`config.mk`:
```
export PLATFORM = sky130hd
export DESIGN_NAME = flash_seq_arb
export DESIGN_NICKNAME = d
export VERILOG_FILES = /design/src/rtl/flash_seq_arb.sv
export SDC_FILE = /design/constraint.sdc
export NUM_CORES = 1
export LEC_CHECK = 0
export CAP_MARGIN = 15
export CORE_MARGIN = 2
export CORE_UTILIZATION = 35
export CTS_CLUSTER_DIAMETER = 120
export DETAILED_ROUTE_END_ITERATION = 8
export HOLD_SLACK_MARGIN = 0.08
export PLACE_DENSITY = 0.68
export SYNTH_ARGS = -nofsm -noshare
export SYNTH_HDL_FRONTEND = slang
export SYNTH_SLANG_ARGS = --single-unit
```
`constraint.sdc`:
```
create_clock -name sys_clk -period 4.4 [get_ports sys_clk]
set_clock_uncertainty 0.2 [all_clocks]
set_input_delay 0.88 -clock sys_clk [delete_from_list [all_inputs] [get_ports sys_clk]]
set_output_delay 0.88 -clock sys_clk [all_outputs]
set_load 0.02 [all_outputs]
```
`src/rtl/flash_seq_arb.sv`:
```
// flash_seq_arb: single-word access sequencer for an asynchronous parallel NOR
// flash, with round-robin arbitration between two requesters (m0 = JTAG
// flasher, m1 = local/boot reader). Every access walks
// IDLE -> SETUP -> ACTIVE -> HOLD -> TURN -> IDLE. All pin-facing outputs are
// registered. The flash_d tristate buffer lives one level up.
module flash_seq_arb #(
  parameter int adr_width  = 24,
  parameter int rd_wait    = 6,
  parameter int wr_wait    = 6,
  parameter int turnaround = 2
) (
  input  logic                 sys_clk,
  input  logic                 sys_rst_n,

  input  logic                 m0_stb,
  input  logic                 m0_we,
  input  logic [adr_width-1:0] m0_adr,
  input  logic [15:0]          m0_dat_w,
  output logic [15:0]          m0_dat_r,
  output logic                 m0_ack,

  input  logic                 m1_stb,
  input  logic                 m1_we,
  input  logic [adr_width-1:0] m1_adr,
  input  logic [15:0]          m1_dat_w,
  output logic [15:0]          m1_dat_r,
  output logic                 m1_ack,

  output logic [adr_width-1:0] flash_adr,
  output logic [15:0]          flash_d_o,
  output logic                 flash_d_oe,
  input  logic [15:0]          flash_d_i,
  output logic                 flash_oe_n,
  output logic                 flash_we_n,
  input  logic                 flash_sts,
  output logic                 sts_ready,
  output logic                 busy
);

  // Strobe widths are clamped to 1..15 so a zero parameter still gives a
  // one-cycle strobe; the down-counter is loaded with width-1.
  localparam int RD_EFF = (rd_wait < 1) ? 1 : ((rd_wait > 15) ? 15 : rd_wait);
  localparam int WR_EFF = (wr_wait < 1) ? 1 : ((wr_wait > 15) ? 15 : wr_wait);
  localparam logic [3:0] RD_LOAD = 4'(RD_EFF - 1);
  localparam logic [3:0] WR_LOAD = 4'(WR_EFF - 1);

  // Turnaround is clamped to 0..7; zero removes the TURN state entirely.
  localparam int TA_EFF = (turnaround < 0) ? 0 : ((turnaround > 7) ? 7 : turnaround);
  localparam logic [2:0] TA_LOAD = 3'((TA_EFF > 0) ? (TA_EFF - 1) : 0);
  localparam bit TA_SKIP = (TA_EFF == 0);

  typedef enum logic [2:0] {
    ST_IDLE,
    ST_SETUP,
    ST_ACTIVE,
    ST_HOLD,
    ST_TURN
  } state_t;

  state_t                 r_state;
  logic [3:0]             r_cnt;
  logic [2:0]             r_tcnt;
  logic                   r_gnt;
  logic                   r_last;
  logic                   r_we;
  logic [adr_width-1:0]   r_flash_adr;
  logic [15:0]            r_flash_d_o;
  logic                   r_flash_d_oe;
  logic                   r_flash_oe_n;
  logic                   r_flash_we_n;
  logic                   r_m0_ack;
  logic                   r_m1_ack;
  logic [15:0]            r_m0_dat_r;
  logic [15:0]            r_m1_dat_r;
  logic                   r_busy;
  logic                   r_sts_meta;
  logic                   r_sts_sync;

  logic                   w_any;
  logic                   w_sel;
  logic                   w_sel_we;
  logic [adr_width-1:0]   w_sel_adr;
  logic [15:0]            w_sel_dat;

  // Arbitration: on a tie the requester that was not granted last time wins.
  always_comb begin
    w_any     = m0_stb | m1_stb;
    w_sel     = (m0_stb & m1_stb) ? ~r_last : m1_stb;
    w_sel_we  = w_sel ? m1_we    : m0_we;
    w_sel_adr = w_sel ? m1_adr   : m0_adr;
    w_sel_dat = w_sel ? m1_dat_w : m0_dat_w;
  end

  // Access sequencer; every pin and handshake output is a register set here.
  always_ff @(posedge sys_clk or negedge sys_rst_n) begin
    if (!sys_rst_n) begin
      r_state      <= ST_IDLE;
      r_cnt        <= 4'd0;
      r_tcnt       <= 3'd0;
      r_gnt        <= 1'b0;
      r_last       <= 1'b1;
      r_we         <= 1'b0;
      r_flash_adr  <= '0;
      r_flash_d_o  <= 16'd0;
      r_flash_d_oe <= 1'b0;
      r_flash_oe_n <= 1'b1;
      r_flash_we_n <= 1'b1;
      r_m0_ack     <= 1'b0;
      r_m1_ack     <= 1'b0;
      r_m0_dat_r   <= 16'd0;
      r_m1_dat_r   <= 16'd0;
      r_busy       <= 1'b0;
    end else begin
      r_m0_ack <= 1'b0;
      r_m1_ack <= 1'b0;
      case (r_state)
        ST_IDLE: begin
          if (w_any) begin
            r_state     <= ST_SETUP;
            r_gnt       <= w_sel;
            r_last      <= w_sel;
            r_we        <= w_sel_we;
            r_flash_adr <= w_sel_adr;
            r_busy      <= 1'b1;
            if (w_sel_we) begin
              r_flash_d_oe <= 1'b1;
              r_flash_d_o  <= w_sel_dat;
            end
          end
        end
        ST_SETUP: begin
          r_state      <= ST_ACTIVE;
          r_cnt        <= r_we ? WR_LOAD : RD_LOAD;
          r_flash_oe_n <= r_we;
          r_flash_we_n <= ~r_we;
        end
        ST_ACTIVE: begin
          if (r_cnt == 4'd0) begin
            r_state      <= ST_HOLD;
            r_flash_oe_n <= 1'b1;
            r_flash_we_n <= 1'b1;
            if (r_gnt) begin
              r_m1_ack <= 1'b1;
            end else begin
              r_m0_ack <= 1'b1;
            end
            if (!r_we) begin
              if (r_gnt) begin
                r_m1_dat_r <= flash_d_i;
              end else begin
                r_m0_dat_r <= flash_d_i;
              end
            end
          end else begin
            r_cnt <= r_cnt - 4'd1;
          end
        end
        ST_HOLD: begin
          r_flash_d_oe <= 1'b0;
          if (TA_SKIP) begin
            r_state <= ST_IDLE;
            r_busy  <= 1'b0;
          end else begin
            r_state <= ST_TURN;
            r_tcnt  <= TA_LOAD;
          end
        end
        ST_TURN: begin
          if (r_tcnt == 3'd0) begin
            r_state <= ST_IDLE;
            r_busy  <= 1'b0;
          end else begin
            r_tcnt <= r_tcnt - 3'd1;
          end
        end
        default: begin
          r_state      <= ST_IDLE;
          r_flash_oe_n <= 1'b1;
          r_flash_we_n <= 1'b1;
          r_flash_d_oe <= 1'b0;
          r_busy       <= 1'b0;
        end
      endcase
    end
  end

  // Two-flop synchroniser for the asynchronous ready/busy pin.
  always_ff @(posedge sys_clk or negedge sys_rst_n) begin
    if (!sys_rst_n) begin
      r_sts_meta <= 1'b0;
      r_sts_sync <= 1'b0;
    end else begin
      r_sts_meta <= flash_sts;
      r_sts_sync <= r_sts_meta;
    end
  end

  assign flash_adr  = r_flash_adr;
  assign flash_d_o  = r_flash_d_o;
  assign flash_d_oe = r_flash_d_oe;
  assign flash_oe_n = r_flash_oe_n;
  assign flash_we_n = r_flash_we_n;
  assign m0_ack     = r_m0_ack;
  assign m1_ack     = r_m1_ack;
  assign m0_dat_r   = r_m0_dat_r;
  assign m1_dat_r   = r_m1_dat_r;
  assign busy       = r_busy;
  assign sts_ready  = r_sts_sync;

endmodule

```
# Word-level counts from Yosys, hierarchy flattened
# Cells that the tools add are included.
# word_totals
input_bits	103
reg_bits	93
# op_classes
n_bitwise	8
addsub	2
reduce_logical	18
n_eq_ne	10
muxes	27
# ops
cell	count
two-way mux 24 bit	1
two-way mux 16 bit	1
one-hot mux 3 bit (5 select lines)	1
two-way mux 1 bit	13
two-way mux 3 bit	4
!= test 2 bit (second input constant)	6
AND reduction 3 bit	4
one-hot mux 1 bit (3 select lines)	3
OR reduction 3 bit	3
one-hot mux 4 bit (2 select lines)	1
AND reduction 2 bit	4
AND reduction 4 bit	2
equality test 3 x 2 -> 1 bit (second input constant)	2
zero test 3 bit	2
NOT 1 bit	6
one-hot mux 3 bit (2 select lines)	1
zero test 4 bit	1
two-way mux 4 bit	1
nonzero test 2 bit	2
subtractor 4 x 1 -> 4 bit (second input constant)	1
equality test 3 x 1 -> 1 bit (second input constant)	1
equality test 3 bit (second input constant)	1
subtractor 3 x 1 -> 3 bit (second input constant)	1
one-hot mux 1 bit (2 select lines)	1
2 further kinds	2

# Logic depth before layout (Yosys ltp)
# depth
word_depth	6
ltp_mapped	8
depth_no_buf	6

# Worst setup path before layout
# Ideal clock, no wire load.
# synth_path
path_kind	in2reg
from	input port m1_stb
to	register r_flash_d_o[10], in the netlist flash_d_o[10]
path_slack_ns	2.191
t_required_ns	4.135
path_stages	6
arrival_time_ns	1.944
path_cell_list	a21boi_2 nand2b_1 buf_2 a21oi_2 buf_4 o21a_1
# synth_via
elab_chain_cells	4
elab_cells_between_ends	6
# synth_lines
item	line	rtl
start: declaration	22	input logic m1_stb,
AND 1 bit	88	w_sel = (m0_stb & m1_stb) ? ~r_last : m1_stb;
two-way mux 1 bit	88	
two-way mux 1 bit	89	w_sel_we = w_sel ? m1_we : m0_we;
AND reduction 3 bit (no source line)	--	
end signal: assignment	127	r_flash_d_o <= w_sel_dat;
end: declaration	67	logic [15:0] r_flash_d_o;
# Several ways; a longest one is shown, not always the timed one.
# A chain may end at the register's enable or synchronous reset.

# Final worst setup path
# layout_path
from	input port m1_stb
to	register r_flash_d_oe, in the netlist flash_d_oe
# layout_via
elab_chain_cells	5
elab_cells_between_ends	7
# layout_lines
item	line	rtl
AND 1 bit	88	
two-way mux 1 bit	88	
two-way mux 1 bit	89	
!= test 2 bit (no source line)	--	
AND reduction 3 bit (no source line) (*)	--	
end signal: assignment	105	r_flash_d_oe <= 1'b0;
end signal: assignment	126	r_flash_d_oe <= 1'b1;
end signal: assignment	159	r_flash_d_oe <= 1'b0;
end: declaration	68	logic r_flash_d_oe;
# Mark *: on every way between the ends. The rest lies on a longest branch, timed or not.

==> results.yml <==
run_status:
  status: "completed"
drt:
  wl_met2_um: 5047
  num_vias: 3331
  drcViolationCount: 0
  met1_length_um: 4302
  routed.top_layer: "met4"
  first_pass_iters: 4
  ant_nets: 0
  wl_per_cell_um: 15.41
  dr.first_iter.drc_count: 157
  routed_wl_um: 10310
  via_per_inst: 4.979
  dr_wl_met3_um: 814
timing:
  setup_viol: 0
  hold_viol: 0
  max_freq_mhz: 335.2
  worst_slew_pin_slew_ps: 959.4
  rsz0062_at_grt: "false"
  fin_setup_tns_ps: 0
  slew-limit-headroom_pct: 36.04
  min_period_ps: 2983
  fin_crit_sh_pct: 67.80
  report.final.slew_viol_count: 0
  setup_ws_ps: 1417
global_routing:
  grt_first_pass_wirelength_um: 16790
  grt_pass1_vias: 3374
  antenna_found_initial: 0
  track_usage_pct: 16.90
  grt-ovfl-total: 0
  grt_max_degree: 50
logic_synthesis:
  ys.flop_type: "dfrtp_1"
  synth_area_um2: 4033
  synthArstFlopShare_pct: 100.0
  ys_seq_elements: 93
  yosysUniqueCellTypes: 42
  yosys.area.top_type_share_pct: 55.85
  synth_warnings: 0
  synth.area.top_cells: "dfrtp_1 56%, mux2_2 6.4%, nand2_1 5.2%"
  synth_cells: 346
  synth_nets: 453
  yosysSeqAreaShare_pct: 57.80
  synth_area_per_cell_um2: 11.65
  yosysTopAreaCell: "dfrtp_1"
  synth_edf_count: 0
critical_path:
  crit_type: "input pin to flop"
  cp_top_family: "compound AO/OA/AOI/OAI gates"
  regToRegSetupSlack_ps: 1940
  reg2reg_to: "m0_dat_r[15]"
  crit_path_max_incr_delay_ps: 800
  worstPathMaxFanout: 18
  r2r_cells: 6
  rr_startpoint: "r_cnt[0]"
  end_kind: "flop"
  critPathRequiredTime_ps: 4480
  crit_buf_inv: 1
  critPathSlowestCell: "a21oi_2"
  arrival_ps: 3060
  cp-start-kind: "input pin"
  path_cells: "clkdlybuf4s50_1, a21boi_2, nand2b_1, a21oi_2, o22a_1"
min_path:
  min_from: "r_sts_meta"
  hold_path.class: "flop to flop"
  whs_path_depth: 0
  hold_end: "sts_ready"
floorplan:
  coreArea_um2: 11320
  die_h_um: 111.3
  die_w_um: 111.3
  start_util_pct: 35.62
  io_pins: 182
  num_rows: 39
  die_area_um2: 12400
finish:
  antennaDiodeCount: 0
  final_util_pct: 54.97
  fin_nets: 628
  stdcell_count: 669
  drive_gt1_share_pct: 11.98
  syn_to_final_growth_pct: 54.33
  fill_cells: 1001
power_and_ir_drop:
  irDropWorstVdd_mv: 0.4023
  switching_share_pct: 37.01
  p_leak_uw: 0.002571
  p_comb_share_pct: 48.0
  power_density_nw_per_um2: 712.9
  switchingPower_uw: 1642
  power_frac_seq_pct: 34.7
  power.share.clock_pct: 17.3
  power.internal_uw: 2794
  finalPower_uw: 4437
cts:
  cts-root-buf: "clkbuf_16"
  cts_resized: 0
  cts_inserted_buffers: 9
  clk_pin_slew_ps: 70
  cts_setup_buffers: 0
  clock_sinks: 93
  htree_levels: 3
  clk_latency_ps: 340
  cts_tree: "yes"
  hold_buffers: 0
  cts_buffer_depth: 2
run:
  drv_cap: 0
place:
  place.gp.congestion: 0.8361
  hpwl_um: 7458
  dpl.cell_count: 653
  pre_cts_ws_ps: 1070
  port_buffers: 181
==> worst max path at each step <==
stage | start | endpoint | slack [ps] | depth (start not counted)
after floorplan | m1_stb | flash_d_o[10] | 2190 | 6
after global placement | m1_stb | flash_d_oe | 1190 | 5
after detailed placement | m1_stb | flash_d_oe | 1070 | 5
after CTS | m1_stb | flash_d_oe | 1430 | 5
after global routing | m1_stb | flash_d_oe | 1250 | 5
final | m1_stb | flash_d_oe | 1420 | 5
==> power by group through the flow <==
stage | Clock [uW] | Sequential, uW | Combinational [uW]
global placement | 0 | 1540 | 2120
CTS | 791 | 1540 | 2160
floorplan | 0 | 1910 | 810
finish | 768 | 1540 | 2130
detailed placement | 0 | 1550 | 2150
global route | 831 | 1600 | 2290
==> worst reg2reg max path, delay by kind of cell (launching register included) <==
family / cells / cell delay [ps]
adder cells (fa/ha/maj): 1 / 160
buffers and inverters: 1 / 90
flip-flops: 1 / 410
multiplexers: 1 / 450
AND/OR/NAND/NOR: 3 / 1040
==> Yosys cell counts, types with 4 or more instances <==
library cell,n
dfrtp_1,90
nand2_1,56
nor2_1,30
a31oi_1,25
mux2_2,23
o21a_1,17
o32a_1,16
clkbuf_1,12
mux2_4,10
nand3_1,6
buf_2,5
a21oi_1,4
ha_1,4
inv_1,4
o22a_1,4
==> registers in the layout (all words and copies together), names as in the netlist <==
register,count
busy,1
r_gnt,1
flash_d_oe,1
m1_ack,1
flash_we_n,1
flash_oe_n,1
r_sts_meta,1
m0_ack,1
m0_dat_r,16
r_last,1
flash_adr,24
sts_ready,1
r_we,1
r_cnt,4
r_tcnt,3
r_state,3
flash_d_o,16
m1_dat_r,16
==> metrics by stage <==
step | cell area (um2) | hold slack (ps)
6_report | 6223 | 158.0
5_1_grt | 6223 | 165.3
4_1_cts | 6223 | 161.8
3_5_place_dp | 5931 | 145.7
3_3_place_gp | 5931 | 135.1
2_1_floorplan | 4033 | 131.2
==> layout by cell type, fill, tap and decap left out, drive strengths merged, types with 3 or more instances in the layout <==
master           n
clkdlybuf4s50  180
dfrtp           90
nand2           56
mux2            33
nor2            31
a31oi           25
o21a            17
o32a            16
clkbuf          11
nand3            7
buf              6
inv              5
a21oi            5
o21ai            5
o22a             4
ha               4
nand2b           3
dfstp            3
nor3             3
==> per-layer routing <==
layer  up-vias  GRT usage (%)
met3        12          6.315
met5         -              0
met1      1612          20.92
li1       1579              -
met2       128          27.80
met4         0          5.021
==> final cells by class <==
type	instances	area, um2	share of cell area [%]
multi-input cells	227	1559	25.05
clock inverters	5	60.06	0.9650
well taps	143	178.9	2.875
flip-flops and latches	93	2331	37.45
repair buffers	186	1847	29.67
clock buffers	11	232.7	3.739
inverters	4	15.01	0.2413
==> kinds of logic after synthesis <==
kind of cell / share of synthesized area, %
muxes: 10.15
adders and majority gates: 1.241
xor gates and xnor gates: 0.4345
AOI/OAI and AO/OA: 14.49
DFF: 57.80
buffers and inverters: 3.537
and+or+nand+nor: 12.35
(Power assumes the default switching activity.)
